==> config.mk <==
export PLATFORM = sky130hd
export DESIGN_NAME = halt_mem_dumper
export DESIGN_NICKNAME = d
export VERILOG_FILES = /design/src/rtl/dump_pkg.sv /design/src/rtl/halt_mem_dumper.sv
export SDC_FILE = /design/constraint.sdc
export NUM_CORES = 1
export LEC_CHECK = 0
export ABC_AREA = 1
export CAP_MARGIN = 20
export CORE_MARGIN = 1.5
export CORE_UTILIZATION = 30
export CTS_CLUSTER_DIAMETER = 120
export CTS_CLUSTER_SIZE = 24
export DETAILED_ROUTE_END_ITERATION = 7
export GPL_TIMING_DRIVEN = 1
export HOLD_SLACK_MARGIN = 0.03
export SYNTH_ARGS = -nofsm -noshare
export SYNTH_HDL_FRONTEND = slang
export SYNTH_SLANG_ARGS = --single-unit
==> constraint.sdc <==
create_clock -name clk -period 1.6 [get_ports clk]
set_clock_uncertainty 0.1 [all_clocks]
set_input_delay 0.32 -clock clk [delete_from_list [all_inputs] [get_ports clk]]
set_output_delay 0.32 -clock clk [all_outputs]
set_load 0.02 [all_outputs]
==> src/rtl/dump_pkg.sv <==
// Shared types and constants for the halt-triggered memory dumper.
package dump_pkg;

  localparam int unsigned WORD_BYTES  = 4;
  localparam int unsigned DWORD_BYTES = 8;
  localparam int unsigned ADDR_W      = 16;
  localparam int unsigned WORD_W      = 32;
  localparam int unsigned IDX_W       = 8;

  typedef enum logic [2:0] {
    IDLE,
    RD_LO,
    RD_HI,
    CAP_HI,
    OUT,
    DONE
  } state_e;

  // Byte address of 64-bit entry idx, wrapping modulo 2^16.
  function automatic logic [ADDR_W-1:0] entry_addr(input logic [ADDR_W-1:0] base,
                                                   input logic [IDX_W-1:0]  idx);
    return ADDR_W'(base + ADDR_W'(idx) * ADDR_W'(DWORD_BYTES));
  endfunction

endpackage

==> src/rtl/halt_mem_dumper.sv <==
// On a CPU halt, reads COUNT 64-bit entries from the data SRAM as word pairs
// and streams them out over a valid/ready interface.
module halt_mem_dumper
  import dump_pkg::*;
#(
  parameter logic [15:0] BASE_ADDR = 16'h0000,
  parameter int unsigned COUNT     = 7
) (
  input  logic        clk,
  input  logic        rst,
  input  logic        halt,
  output logic [15:0] mem_addr,
  output logic [3:0]  mem_w_en,
  input  logic [31:0] mem_read_data,
  output logic        out_valid,
  input  logic        out_ready,
  output logic [63:0] out_data,
  output logic [15:0] out_addr,
  output logic [7:0]  out_index,
  output logic        busy,
  output logic        done
);

  localparam logic [IDX_W-1:0] LAST_IDX = IDX_W'(COUNT - 1);

  state_e              state_q,     state_d;
  logic [IDX_W-1:0]    idx_q,       idx_d;
  logic [ADDR_W-1:0]   mem_addr_q,  mem_addr_d;
  logic                out_valid_q, out_valid_d;
  logic [2*WORD_W-1:0] out_data_q,  out_data_d;
  logic [ADDR_W-1:0]   out_addr_q,  out_addr_d;
  logic [IDX_W-1:0]    out_index_q, out_index_d;
  logic                busy_q,      busy_d;
  logic                done_q,      done_d;

  // Next-state logic; outputs are decoded from the next state so they register
  // in step with the state they belong to.
  always_comb begin
    state_d     = state_q;
    idx_d       = idx_q;
    out_data_d  = out_data_q;
    out_addr_d  = out_addr_q;
    out_index_d = out_index_q;
    mem_addr_d  = '0;
    out_valid_d = 1'b0;
    busy_d      = 1'b0;
    done_d      = 1'b0;

    case (state_q)
      IDLE: begin
        if (halt) begin
          idx_d   = '0;
          state_d = (COUNT == 0) ? DONE : RD_LO;
        end
      end
      RD_LO:  state_d = RD_HI;
      RD_HI: begin
        out_data_d[WORD_W-1:0] = mem_read_data;
        state_d                = CAP_HI;
      end
      CAP_HI: begin
        out_data_d[2*WORD_W-1:WORD_W] = mem_read_data;
        out_addr_d                    = entry_addr(BASE_ADDR, idx_q);
        out_index_d                   = idx_q;
        state_d                       = OUT;
      end
      OUT: begin
        if (out_ready) begin
          if (idx_q == LAST_IDX) begin
            state_d = DONE;
          end else begin
            idx_d   = idx_q + IDX_W'(1);
            state_d = RD_LO;
          end
        end
      end
      DONE:    state_d = DONE;
      default: state_d = IDLE;
    endcase

    case (state_d)
      RD_LO:   mem_addr_d = entry_addr(BASE_ADDR, idx_d);
      RD_HI:   mem_addr_d = ADDR_W'(entry_addr(BASE_ADDR, idx_d) + ADDR_W'(WORD_BYTES));
      default: mem_addr_d = '0;
    endcase

    out_valid_d = (state_d == OUT);
    busy_d      = (state_d inside {RD_LO, RD_HI, CAP_HI, OUT});
    done_d      = (state_d == DONE);
  end

  always_ff @(posedge clk) begin
    if (!rst) begin
      state_q     <= IDLE;
      idx_q       <= '0;
      mem_addr_q  <= '0;
      out_valid_q <= 1'b0;
      out_data_q  <= '0;
      out_addr_q  <= '0;
      out_index_q <= '0;
      busy_q      <= 1'b0;
      done_q      <= 1'b0;
    end else begin
      state_q     <= state_d;
      idx_q       <= idx_d;
      mem_addr_q  <= mem_addr_d;
      out_valid_q <= out_valid_d;
      out_data_q  <= out_data_d;
      out_addr_q  <= out_addr_d;
      out_index_q <= out_index_d;
      busy_q      <= busy_d;
      done_q      <= done_d;
    end
  end

  assign mem_addr  = mem_addr_q;
  assign mem_w_en  = 4'b0000;
  assign out_valid = out_valid_q;
  assign out_data  = out_data_q;
  assign out_addr  = out_addr_q;
  assign out_index = out_index_q;
  assign busy      = busy_q;
  assign done      = done_q;

endmodule

==> impl_metrics.tcl, run 1 <==
set metrics [dict create \
    status "finished, final reports clean" \
    hold_path_class "primary input to flop" \
    syn-instance-count 484 \
    dpl.hpwl_um 7270 \
    path_cells "inv_1 > ha_1 > nand3_1 > o21ai_1 > nand2_1 > nand2_1 > inv_2 > nand2_4 > nor2_1" \
    synth-compound-area-share 0.118 \
    synth.distinct_cells 24 \
    netlist.area_leader.share 0.515 \
    drc_errors 0 \
    synthAdderAreaFrac 0.00678 \
    synthMuxAreaShare 0 \
    die_x_um 114 \
    wire_per_inst_um 13.0 \
    yosys.area_share.simple 0.240 \
    layout_common_cells "nor2_1, dfxtp_1, dlygate4sd2_1, o21ai_0" \
    final_common_cell "nor2_1" \
    cts_inserted_buffers 9 \
    hold_viol_final 0 \
    ir_drop_v 0.000410 \
    drt_wl_total_um 9880 \
    synth_area_per_cell_um2 7.63 \
    clkSlewWorstSetupHoldPaths_ns 0.06 \
    setup_violations 0 \
    slowest_stage "dfxtp_2" \
    r2r.worst_path.cells 9 \
    cts_hold_buf 0 \
    max_stage_delay_ns 0.36 \
    dp.cells 747 \
    p_leak_nw 2.59 \
    finalCritPeriodShare 0.934 \
    dpl_cell_area_um2 5090 \
    initial_core_util 0.307 \
    grt_pass1_wl_um 15600 \
    synthTopCellsByArea "dfxtp_1, nor2_1, o21ai_0" \
    synth_top_family_by_area "simple AND/OR/NAND/NOR gates" \
    antenna_found_initial 0 \
    fp.coreArea_um2 12000 \
    cts.sinks 95 \
    cp_max_fo 8 \
    cts_setup_buffers 0 \
    path_common_cell "nand2_1" \
    finalWeightedCongestion 0.806 \
    fin_nets 649 \
    netlist_area_um2 3690 \
    ys_seq_area_frac 0.515 \
    min_period_ns 1.49 \
    drt-initial-drc-count 215 \
    path_class "flop to flop" \
    cap_violations 0 \
    clock_path_buffers 2 \
    drive_gt1_frac 0.0844 \
    cp_data_arrival_time_ns 1.67 \
    track_usage 0.153 \
    io_buffers 127 \
    stdcell_count 763 \
    die_h_um 114 \
    drt_pre_antenna_iters 4 \
    drtAntennaViolNets 0 \
    clk_latency_ns 0.34 \
    ys_warn_count 0 \
    worstSetupStartpointType "flop" \
    cp_data_required_time_ns 1.78 \
    grt_pass1_vias 3252 \
    grt_max_degree 55 \
    critPathCaptureType "flop" \
    design_area_um2 5320 \
    pwr_density_cell_nw_per_um2 1140 \
    die_area_um2 13000 \
    grt_overflow 0 \
    cts_max_level 3 \
    fmax_mhz 669 \
    viasPerCell 4.49 \
    ys_seq_elements 95 \
    clock-root-buffer "clkbuf_16" \
    std_cell_rows 40 \
    synth_top_area_cell "dfxtp_1" \
    holdPathStages 4 \
    vias 3426 \
    hold_ws_ns 0.367 \
    cts_tree "done" \
    io_pins 147 \
    slew_viol_final 0 \
    p_total_mw 6.06 \
    diodes 0 \
    synthXorXnorAreaFrac 0.00237 \
    syn2layout_area_growth_pct 44.0 \
    grt_setup_unrepaired "false" \
]
## registers in the layout (all words and copies together), names as in the netlist
name,cells
mem_addr,9
busy,1
state_q,3
out_addr,8
out_valid,1
out_data,64
idx_q,8
done,1
## what timing repair did
item,CTS,global route
cloned,0,0
gates resized for setup,92,3
endpoints found under the setup margin,92,11
## final timing paths
check | from | to | slack, ns
worst min-delay path | rst | out_addr[10] | 0.37
worst max register to register | idx_q[0] | mem_addr[8] | 0.11
worst max-delay path | idx_q[0] | mem_addr[8] | 0.11
worst min register to register | out_data[43] | out_data[43] | 0.37
## synth_stat cells
cell,number
nor2_2,2
nand2_1,34
nand3_2,2
inv_1,27
inv_2,7
xor2_1,1
conb_1,1
and2_1,1
a21oi_1,9
nor3_2,1
nand3_1,22
nand2_4,1
nand4_1,5
buf_1,1
o31ai_1,1
nor2_1,147
ha_1,2
nand2_2,1
dfxtp_1,95
buf_2,5
a31oi_1,1
o21ai_0,75
clkbuf_1,13
buf_4,30
## layer usage
layer	part of all wire	track usage	routed length [um]	up-vias
li1	-	-	-	1739
met3	0.054	0.0404	536	15
met1	0.44	0.181	4330	1572
met4	0.016	0.0575	159	0
met5	0	0	0	-
met2	0.49	0.266	4860	100
## worst max-delay path, delay by kind of cell (launching register included)
family / cells / cell delay [ns]
AOI/OAI and AO/OA: 1 / 0.08
DFF: 1 / 0.36
adders and majority gates: 1 / 0.19
and+or+nand+nor: 5 / 0.52
buffers and inverters: 2 / 0.17
## stage by stage
step                 util  TNS (ns)  setup slack, ns
CTS                 0.442         0           0.0552
floorplan               -         0            0.289
global placement    0.424     -1.74           -0.163
detailed placement  0.424     -2.28           -0.205
global route        0.443         0          0.00361
finish              0.443         0            0.106
## cell type report
class	count	area, um^2
multi-input cells	324	1430
inverters	34	128
fillers	1215	6700
well taps	147	184
repair buffers	147	1340
clock inverters	4	76.3
flip-flops and latches	95	1900
clock buffers	12	256
## where the power goes
group          internal (mW)  switching, mW
combinational          0.439          0.671
sequential              2.53         0.0870
clock                   1.46          0.876
total                   4.43           1.63
## kinds of logic (layout without fill, tap and decap cells)
logic type      count (synthesis)  after routing
compound gates                 86             86
xor+xnor                        1              1
fa+ha+maj                       2              2
buf+inv                        83            197
flops                          95             95
other cells                     1             19
simple gates                  216            216
Power figures use the tool's default switching activity.
==> inputs of run 2 (changes only) <==
--- a/config.mk
+++ b/config.mk
@@ -5,7 +5,6 @@
 export SDC_FILE = /design/constraint.sdc
 export NUM_CORES = 1
 export LEC_CHECK = 0
-export ABC_AREA = 1
 export CAP_MARGIN = 20
 export CORE_MARGIN = 1.5
 export CORE_UTILIZATION = 30
@@ -14,6 +13,7 @@
 export DETAILED_ROUTE_END_ITERATION = 7
 export GPL_TIMING_DRIVEN = 1
 export HOLD_SLACK_MARGIN = 0.03
+export MAX_ROUTING_LAYER = met4
 export SYNTH_ARGS = -nofsm -noshare
 export SYNTH_HDL_FRONTEND = slang
 export SYNTH_SLANG_ARGS = --single-unit
==> impl_metrics.tcl, run 2 <==
set metrics [dict create \
    final_common_cell "nand2_1" \
    worstSetupStartpointType "flop" \
    drt_wl_total_um 10900 \
    cap_violations 0 \
    power_frac_comb 0.184 \
    viasPerCell 4.53 \
    clkPwrFrac 0.365 \
    ir_drop_v 0.000745 \
    cp_data_required_time_ns 1.76 \
    violations "setup timing" \
    worst_slack_ns -0.0974 \
    die_x_um 114 \
    wire_per_inst_um 14.0 \
    fin_nets 642 \
    die_h_um 114 \
    drive_gt1_frac 0.181 \
    cts_max_level 3 \
    hold_path_class "flop to flop" \
    drc_errors 0 \
    grt_setup_unrepaired "true" \
    fp.coreArea_um2 12100 \
    initial_core_util 0.308 \
    vias 3522 \
    io_pins 147 \
    grt_pass1_vias 3391 \
    std_cell_rows 40 \
    holdPathStages 2 \
    slew_viol_final 0 \
    path_class "flop to flop" \
    cts_inserted_buffers 9 \
    die_area_um2 13100 \
    largest_reg_flops 64 \
    hold_viol_final 0 \
    pwr_density_cell_nw_per_um2 955 \
    yosysMostFrequentCell "nand2_1" \
    synth_edf_count 0 \
    fmax_mhz 589 \
    syn2layout_area_growth_pct 56.8 \
    ys_warn_count 0 \
    critPathCaptureType "flop" \
    grt_overflow 0 \
    layout_common_cells "nand2_1, dlygate4sd2_1, dfxtp_1, a21oi_1, clkdlybuf4s50_1" \
    synth.distinct_cells 44 \
    clk_latency_ns 0.34 \
    clkSlewWorstSetupHoldPaths_ns 0.06 \
    antenna_found_initial 0 \
    min_period_ns 1.70 \
    drt_pre_antenna_iters 4 \
    grt_pass1_wl_um 17000 \
    dp_slack_ns -0.428 \
    finalWeightedCongestion 0.843 \
    netlist.area_leader.share 0.512 \
    netlist_area_um2 3720 \
    cp_data_arrival_time_ns 1.86 \
    drtAntennaViolNets 0 \
    cts_tree "done" \
    synth_ff_type "dfxtp_1" \
    synth_top_area_cell "dfxtp_1" \
    cp_max_fo 6 \
    cts.sinks 95 \
    finalCritPeriodShare 1.06 \
    diodes 0 \
    async_flop_share 0 \
    dpl.hpwl_um 7190 \
    fin_util 0.483 \
    seq_power_share 0.451 \
    cts_hold_buf 0 \
    setup_violations 7 \
    status "complete, but fails checks" \
    internal_power_mw 4.04 \
    track_usage 0.172 \
    synthTopCellsByArea "dfxtp_1, nand2_1, a21oi_1" \
    clock_path_buffers 2 \
    r2r.worst_path.cells 8 \
    synth_area_per_cell_um2 8.12 \
    switching_share 0.275 \
    grt_max_degree 41 \
    clock-root-buffer "clkbuf_16" \
    syn-instance-count 458 \
    p_sw_mw 1.53 \
    ys_seq_area_frac 0.512 \
    io_buffers 127 \
    p_leak_nw 2.52 \
    drt-initial-drc-count 162 \
    synthTopCellsByCount "nand2_1, dfxtp_1, a21oi_1, buf_4, clkbuf_1" \
    ys_seq_elements 95 \
]
-- run 2: metal layers --
metal / up-vias / part of all wire / global-route usage / routed length, um
met5: - / 0 / - / 0
met4: 0 / 0.023 / 0.0658 / 246
met2: 102 / 0.48 / 0.276 / 5180
met1: 1646 / 0.45 / 0.209 / 4950
li1: 1754 / - / - / -
met3: 20 / 0.048 / 0.0413 / 523
-- run 2: final cells by class --
cell class	instances	area, um^2
Inverter	4	15.0
Sequential cell	95	1910
Timing Repair Buffer	174	1630
Tap cell	168	210
Multi-Input combinational cell	320	1790
Clock buffer	13	260
Clock inverter	3	17.5
Fill cell	1202	6230
-- run 2: worst paths after layout --
path	start	end	slack, ns
min reg2reg	out_data[18]	out_data[18]	0.35
max	state_q[0]	mem_addr[8]	-0.1
max reg2reg	state_q[0]	mem_addr[8]	-0.1
min	out_data[18]	out_data[18]	0.35
-- run 2: through the flow --
step	total power, mW	instance area, um^2	hold slack [ns]	setup TNS, ns	std cells
after floorplan	3.07	3800	0.342	-0.107	476
after global placement	3.52	5300	0.341	-12.65	752
after detailed placement	3.52	5300	0.345	-11.73	752
after CTS	5.54	5580	0.352	-0.236	769
after global routing	5.81	5830	0.373	-0.957	777
final	5.57	5830	0.349	-0.298	777
-- run 2: logic make-up after synthesis --
kind of cell,count (synthesis),share of synthesized area
other,1,0.00101
AO/OA/AOI/OAI,94,0.138
buffers and inverters,61,0.0912
XOR/XNOR,4,0.00943
flip-flops,95,0.512
adder cells (fa/ha/maj),2,0.00673
AND/OR/NAND/NOR,200,0.239
multiplexers,1,0.00269
-- run 2: timing repair --
action,4_1_cts,5_1_grt
buffers inserted,2,8
endpoints found under the setup margin,108,21
pin swaps,4,17
cloned,0,1
gates resized for setup,117,37
-- run 2: critical path, cell delays in order (launching register included) --
cell and delay [ns]:
dfxtp_2 0.33, buf_6 0.12, buf_6 0.12, o21bai_4 0.16, o22ai_2 0.15, nand4_1 0.12, buf_6 0.17, buf_12 0.13
nor4_4 0.22
-- run 2: power by group through the flow --
stage               logic [mW]  clock network, mW  registers [mW]
floorplan                0.389                  0            2.68
global placement         0.951                  0            2.56
detailed placement       0.953                  0            2.57
CTS                      0.939               2.09            2.51
global route              1.11               2.18            2.53
finish                    1.02               2.03            2.51
